$ cat src/rtl/req_arb_node_icache_intc.sv
// Two-channel request arbiter for the instruction-cache interconnect.
// Merges two request channels onto a single downstream port. A small ID FIFO
// remembers which channel issued each accepted request, so that in-order
// responses can be steered back to the right channel.
// Optional feature macro: ICACHE_INTC_RR_ARB_EN. When it is defined, priority
// rotates to the channel that was not granted. When it is undefined, ch0 has
// fixed priority.
module req_arb_node_icache_intc #(
    parameter int unsigned ADDR_WIDTH    = 32,
    parameter int unsigned DATA_WIDTH    = 32,
    parameter int unsigned ID_FIFO_DEPTH = 4
) (
    input  logic                  clk,
    input  logic                  rst,
    input  logic                  request_ch0_i,
    input  logic                  request_ch1_i,
    input  logic [ADDR_WIDTH-1:0] addr_ch0_i,
    input  logic [ADDR_WIDTH-1:0] addr_ch1_i,
    output logic                  grant_ch0_o,
    output logic                  grant_ch1_o,
    output logic                  request_o,
    output logic [ADDR_WIDTH-1:0] addr_o,
    input  logic                  grant_i,
    input  logic                  response_i,
    input  logic [DATA_WIDTH-1:0] read_data_i,
    output logic                  response_ch0_o,
    output logic                  response_ch1_o,
    output logic [DATA_WIDTH-1:0] read_data_ch0_o,
    output logic [DATA_WIDTH-1:0] read_data_ch1_o
);

    localparam int unsigned PTR_W = $clog2(ID_FIFO_DEPTH);
    localparam int unsigned CNT_W = PTR_W + 1;
    localparam logic [CNT_W-1:0] FULL_CNT = CNT_W'(ID_FIFO_DEPTH);

    logic [ID_FIFO_DEPTH-1:0] id_mem_q;
    logic [PTR_W-1:0]         wptr_q, wptr_d;
    logic [PTR_W-1:0]         rptr_q, rptr_d;
    logic [CNT_W-1:0]         cnt_q, cnt_d;
    logic                     fifo_full;
    logic                     fifo_empty;
    logic                     sel;      // 0 = ch0, 1 = ch1
    logic                     push;
    logic                     pop;
    logic                     head_id;

    assign fifo_full  = (cnt_q == FULL_CNT);
    assign fifo_empty = (cnt_q == '0);
    assign head_id    = id_mem_q[rptr_q];

`ifdef ICACHE_INTC_RR_ARB_EN
    logic prio_q, prio_d;   // channel currently holding priority

    // Select ch1 when it is the only requester, or when both request and ch1 holds priority.
    always_comb begin
        sel    = request_ch1_i & (~request_ch0_i | prio_q);
        prio_d = prio_q;
        if (push) begin
            prio_d = ~sel;
        end
    end

    // Priority register; after reset it points at ch0.
    always_ff @(posedge clk) begin
        if (rst) begin
            prio_q <= 1'b0;
        end else begin
            prio_q <= prio_d;
        end
    end
`else
    // ch0 has fixed priority; ch1 wins only when it requests alone.
    always_comb begin
        sel = request_ch1_i & ~request_ch0_i;
    end
`endif

    // Downstream request and per-channel grants. A full FIFO blocks issue even if a
    // pop happens in the same cycle.
    always_comb begin
        request_o   = (request_ch0_i | request_ch1_i) & ~fifo_full & ~rst;
        addr_o      = sel ? addr_ch1_i : addr_ch0_i;
        push        = request_o & grant_i;
        grant_ch0_o = push & ~sel;
        grant_ch1_o = push & sel;
    end

    // Response steering. A response that arrives while the FIFO is empty is dropped.
    always_comb begin
        pop             = response_i & ~fifo_empty & ~rst;
        response_ch0_o  = pop & ~head_id;
        response_ch1_o  = pop & head_id;
        read_data_ch0_o = read_data_i;
        read_data_ch1_o = read_data_i;
    end

    // FIFO pointer and occupancy next state. The pointers wrap naturally because
    // the depth is a power of two.
    always_comb begin
        wptr_d = wptr_q;
        rptr_d = rptr_q;
        cnt_d  = cnt_q;
        if (push) begin
            wptr_d = wptr_q + PTR_W'(1);
        end
        if (pop) begin
            rptr_d = rptr_q + PTR_W'(1);
        end
        case ({push, pop})
            2'b10:   cnt_d = cnt_q + CNT_W'(1);
            2'b01:   cnt_d = cnt_q - CNT_W'(1);
            default: cnt_d = cnt_q;
        endcase
    end

    // FIFO control state. Reset discards every outstanding ID.
    always_ff @(posedge clk) begin
        if (rst) begin
            wptr_q <= '0;
            rptr_q <= '0;
            cnt_q  <= '0;
        end else begin
            wptr_q <= wptr_d;
            rptr_q <= rptr_d;
            cnt_q  <= cnt_d;
        end
    end

    // ID storage. It needs no reset because entries are only read while the
    // occupancy count is non-zero.
    always_ff @(posedge clk) begin
        if (push) begin
            id_mem_q[wptr_q] <= sel;
        end
    end

endmodule

$ cat config.mk
export PLATFORM = sky130hd
export DESIGN_NAME = req_arb_node_icache_intc
export DESIGN_NICKNAME = d
export VERILOG_FILES = /design/src/rtl/req_arb_node_icache_intc.sv
export SDC_FILE = /design/constraint.sdc
export NUM_CORES = 1
export LEC_CHECK = 0
export BUFFER_PORTS_ARGS = -buffer_cell sky130_fd_sc_hd__buf_2
export CAP_MARGIN = 10
export CORE_AREA = 8 8 78 80
export CTS_CLUSTER_SIZE = 8
export DETAILED_ROUTE_END_ITERATION = 10
export DIE_AREA = 0 0 86 88
export PLACE_DENSITY = 0.81
export SETUP_SLACK_MARGIN = 0.2
export SLEW_MARGIN = 20
export SYNTH_ARGS = -nofsm -noshare
export SYNTH_HDL_FRONTEND = slang
export SYNTH_SLANG_ARGS = --single-unit
$ cat constraint.sdc
create_clock -name clk -period 2.8 [get_ports clk]
set_clock_uncertainty 0.2 [all_clocks]
set_input_delay 0.14 -clock clk [delete_from_list [all_inputs] [get_ports clk]]
set_output_delay 0.14 -clock clk [all_outputs]
set_load 0.01 [all_outputs]
### Yosys cells after proc, flatten, opt, wreduce, memory -nomap -nowiden

Index checks and enable logic that the tools add are counted.

| operators by class | value |
|---|---|
| add/subtract/negate cells | 4 |
| $lt $le $gt $ge | 3 |
| equal/unequal tests | 3 |
| multiplexer cells | 7 |
| bitwise gates (word level) | 17 |
| reductions and logical operators | 3 |

Operators by type and width:

| operator | count |
|---|---|
| two-way mux 32 bit | 1 |
| bitwise AND 1 bit | 10 |
| < comparator 2 x 3 -> 1 bit (second input constant) | 2 |
| NOT 1 bit | 6 |
| case mux 3 bit (2 select lines) | 1 |
| adder 2 x 1 -> 2 bit (second input constant) | 2 |
| bitwise mux 4 bit | 1 |
| adder 3 x 1 -> 3 bit (second input constant) | 1 |
| == test 3 bit (second input constant) | 1 |
| zero test 3 bit | 1 |
| subtractor 3 x 1 -> 3 bit (second input constant) | 1 |
| binary-select mux 1 bit (select 2 bit) | 1 |
| demux 1 bit (select 2 bit) | 1 |
| == test 2 x 1 -> 1 bit (second input constant) | 1 |
| == test 2 bit (second input constant) | 1 |
| greater-or-equal comparator 2 x 1 -> 1 bit (second input constant) | 1 |
| two-way mux 1 bit | 2 |
| nonzero test 2 bit | 1 |
| logical AND 1 bit | 1 |
| bitwise OR 1 bit | 1 |

| storage, ports and cells | value |
|---|---|
| register bits after elaboration | 11 |
| input port bits | 102 |
| output and inout port bits | 101 |

### Longest topological paths before layout

| logic depth | value |
|---|---|
| depth in word-level cells | 7 |
| gate-level depth with buffers | 10 |
| depth with buffers taken out | 9 |

### Worst setup path before layout

Ideal clock, no wire load.

| timing | value |
|---|---|
| kind | register -> register |
| start point | register cnt_q[0] |
| end point | register cnt_q[2] |
| library setup time | 0.070 ns |
| arrival | 2.121 ns |
| path slack | 0.409 ns |
| cell stages (with the launch flop) | 10 |
| buffers on the path | 0 |
| period minus slack after synthesis | 2.391 ns |
| cell sequence | dfxtp_1 > or3b_1 > and3_4 > inv_2 > ha_1 > inv_1 > fa_1 > xor2_1 > or3_1 > a21oi_1 |

| on the way | value |
|---|---|
| cells in the longest elaborated chain, start to end | 7 |
| elaborated cells between the ends (all ways) | 15 |

RTL lines:

| item | RTL line | source |
|---|---|---|
| from (decl) | 39 | `logic [CNT_W-1:0] cnt_q, cnt_d;` |
| from (signal assigned) | 125 | `cnt_q <= cnt_d;` |
| == test 3 bit | 47 | `assign fifo_full = (cnt_q == FULL_CNT);` |
| NOT 1 bit | 81 | `request_o = (request_ch0_i \| request_ch1_i) & ~fifo_full & ~rst;` |
| bitwise AND 1 bit (2 in a row) | 81 |  |
| bitwise AND 1 bit | 83 | `push = request_o & grant_i;` |
| == test 2 x 1 -> 1 bit / == test 2 bit (equally long branches) | 109 | `case ({push, pop})` |
| case mux 3 bit (2 select lines) / nonzero test 2 bit (equally long branches) | n/a |  |

Parallel ways exist; a longest one is shown, timed or not.
A chain may end at the register's enable or synchronous reset.

### Worst setup path in the final report

| timing | value |
|---|---|
| start point | register cnt_q[2] |
| end point | register cnt_q[2] |

Same word-level chain as after synthesis.

==> results.cfg <==
[clocking]
cts_buffers = 3
clk_latency_ps = 230
cts.reportedPaths.clkPinSlew_ps = 50
numClockSinks = 11
cts_tree = built
htreeDepth = 1
root_buffer = clkbuf_8
post_cts_buffers = 0
clk_path_buf_depth = 2

[worst_hold_path]
holdPathStages = 3
hold_start = grant_i
min_path_type = in2reg
min_to = wptr_q[1]

[power_and_ir_drop]
ir_worst_vdd_uv = 293
p_leak_nw = 0.821
powerDensity_nw_per_um2 = 334
total_power_uw = 562

[timing]
min_period_over_period = 0.904
finalCriticalPeriod_ps = 2530
slew_violations = 0
hold_violations = 0
finalSetupViolCount = 0
rsz0062_at_grt = no
slew_headroom = 0.710
fmax_mhz = 395
tightest_slew_ps = 434
fin_setup_tns_ps = 0

[route]
first_iter_violations = 15
drc = 0
vias_per_cell = 4.24
ant_nets = 0
vias = 1158
drt_pass1_iterations = 3
drt-total-wl_mm = 4.38
wl_per_cell_um = 16.1

[setup_path]
crit_required_ps = 2770
cp.arrival_ps = 2500
cp_max_fo = 7
crit_chain = or3b_4 > and3_4 > inv_2 > ha_2 > inv_1 > fa_1 > xor2_1 > or3_1 > a21oi_1
reg2reg_depth = 9
start_kind = flop
worstSetupEndpointType = flop
path_class = reg2reg
r2r_start = cnt_q[2]
cpPeakStageDelay_ps = 410
cp_top_family = simple AND/OR/NAND/NOR gates
r2r_slack_ps = 270
cp_slowest_cell = or3b_4
cp_num_buf_inv = 2
worstReg2RegEnd = cnt_q[2]

[logic_synthesis]
synthMuxAreaShare = 0.262
yosysUniqueCellTypes = 31
syn_inst = 160
synth_fp_nets = 268
synth_top_family_by_area = buffers and inverters
synth-compound-area-share = 0.0467
ys_seq_elements = 11
synth_adder_area_share = 0.0550
syn_area_per_cell_um2 = 9.38
synth_area_um2 = 1500
yosysSeqAreaShare = 0.173
synth_xor_area_frac = 0.0117
yosysWarningCount = 0
synthSimpleGateAreaFrac = 0.0842

[floorplan]
rows = 26
initial_core_util = 0.305
floorplan.die_area_um2 = 7570
fp.dieW_um = 86
die_y_um = 88
io-pin-count = 203
fp.coreArea_um2 = 4910

[final_layout]
fillers = 494
stdcell_area_um2 = 1680
antenna_cells = 0
synthToLayoutAreaGrowth_pct = 12.0
finalNetCount = 312
utilization = 0.342
layout-drive-gt1-share = 0.749

[place]
placed_area_um2 = 1620
io_buffers = 106
gp_congestion = 0.661
dp_hpwl_mm = 3.81

[global_route]
grt_use_total = 0.103
antenna_found_initial = 0
overflow = 0
grt_pass1_wl_mm = 6.30
grt_max_degree = 39
grt_pass1_vias = 1243

[outcome]
status = completed

[job]
maxCapViolations = 0
## state kept, by name (all words and copies together) (netlist names)
register,flops
cnt_q,3
id_mem_q,4
rptr_q,2
wptr_q,2
## where the power goes
group,switching [mW],internal (mW),leakage [nW]
registers,0.0105,0.177,0.0943
logic,0.0976,0.122,0.703
clock network,0.0550,0.0996,0.0228
## through the flow
step / instances / hold WS, ps / setup slack [ps]
after floorplan: 160 / 118 / 409
after global placement: 268 / 80.1 / 339
after detailed placement: 268 / 80.1 / 248
after CTS: 273 / 17.7 / 224
after global routing: 273 / 39.1 / 194
final: 273 / 28.3 / 269
## synth_stat cells
cell type	instances	area, um^2
xor2_1	2	17.5
a211oi_1	1	7.51
nand2b_1	1	6.26
o31ai_2	1	12.5
and2_1	6	37.5
dfxtp_1	7	140
mux2i_1	1	10.0
fa_1	1	20.0
nand3b_1	1	7.51
nor2b_1	2	12.5
mux2_2	32	360
o21ba_2	1	10.0
or3b_1	1	8.76
or3_4	1	11.3
nand4_1	1	6.26
a311o_1	1	10.0
ha_1	5	62.6
buf_4	66	495
edfxtp_1	4	120
o31ai_1	1	7.51
a21oi_1	2	10.0
mux4_2	1	22.5
inv_2	1	3.75
buf_6	1	11.3
o21bai_1	1	7.51
nor2_1	5	18.8
buf_2	2	10.0
and3_4	1	11.3
or3_1	1	6.26
inv_1	8	30.0
o21ai_0	1	5.00
## timing repair
| item | 4_1_cts | 5_1_grt |
|---|---|---|
| endpoints found under the hold margin | 3 | 0 |
| endpoints found under the setup margin | 0 | 1 |
| resized for setup | 0 | 5 |
| hold buffers | 1 | 0 |
## per-layer routing
metal / global-route usage / up-vias / routed length [um]
li1: - / 551 / -
met1: 0.0933 / 520 / 1440
met2: 0.187 / 74 / 2310
met3: 0.0629 / 13 / 595
met5: 0 / - / 0
met4: 0.0366 / 0 / 43
## worst min-delay path, cell delays in order
cell and delay, ps:
buf_2 90, nand4_1 110, o31ai_2 80
## how the worst max path moves through the flow
| stage | to | cells after the start | slack (ps) | startpoint |
|---|---|---|---|---|
| 2_1_floorplan | cnt_q[2] | 9 | 410 | cnt_q[0] |
| 3_5_place_dp | cnt_q[2] | 9 | 250 | cnt_q[0] |
| 5_1_grt | cnt_q[2] | 11 | 190 | rst |
| 3_3_place_gp | cnt_q[2] | 9 | 340 | cnt_q[0] |
| 6_report | cnt_q[2] | 9 | 270 | cnt_q[2] |
| 4_1_cts | cnt_q[2] | 11 | 220 | rst |
## area by class of cell
cell class / count / area (um^2) / share of cell area
repair buffers: 108 / 551 / 0.328
inverters: 9 / 33.8 / 0.0201
flip-flops and latches: 11 / 262 / 0.156
clock buffers: 4 / 45.0 / 0.0268
well taps: 70 / 87.6 / 0.0521
multi-input cells: 71 / 702 / 0.418
## cell usage in the layout (no fill, tap or decap), drive strengths merged, types with 2 or more instances in the layout
master / Yosys / routed
clkbuf: 0 / 4
inv: 9 / 9
ha: 5 / 5
edfxtp: 4 / 4
o31ai: 2 / 2
dfxtp: 7 / 7
mux2: 32 / 32
nor2b: 2 / 2
nor2: 5 / 5
or3: 2 / 2
and2: 6 / 6
buf: 69 / 107
a21oi: 2 / 2
xor2: 2 / 2
## logic make-up after synthesis
kind of cell,count (synthesis)
buffers and inverters,78
AOI/OAI and AO/OA,9
adders and majority gates,6
xor gates and xnor gates,2
muxes,34
and+or+nand+nor,20
DFF,11
(Power assumes the default switching activity.)
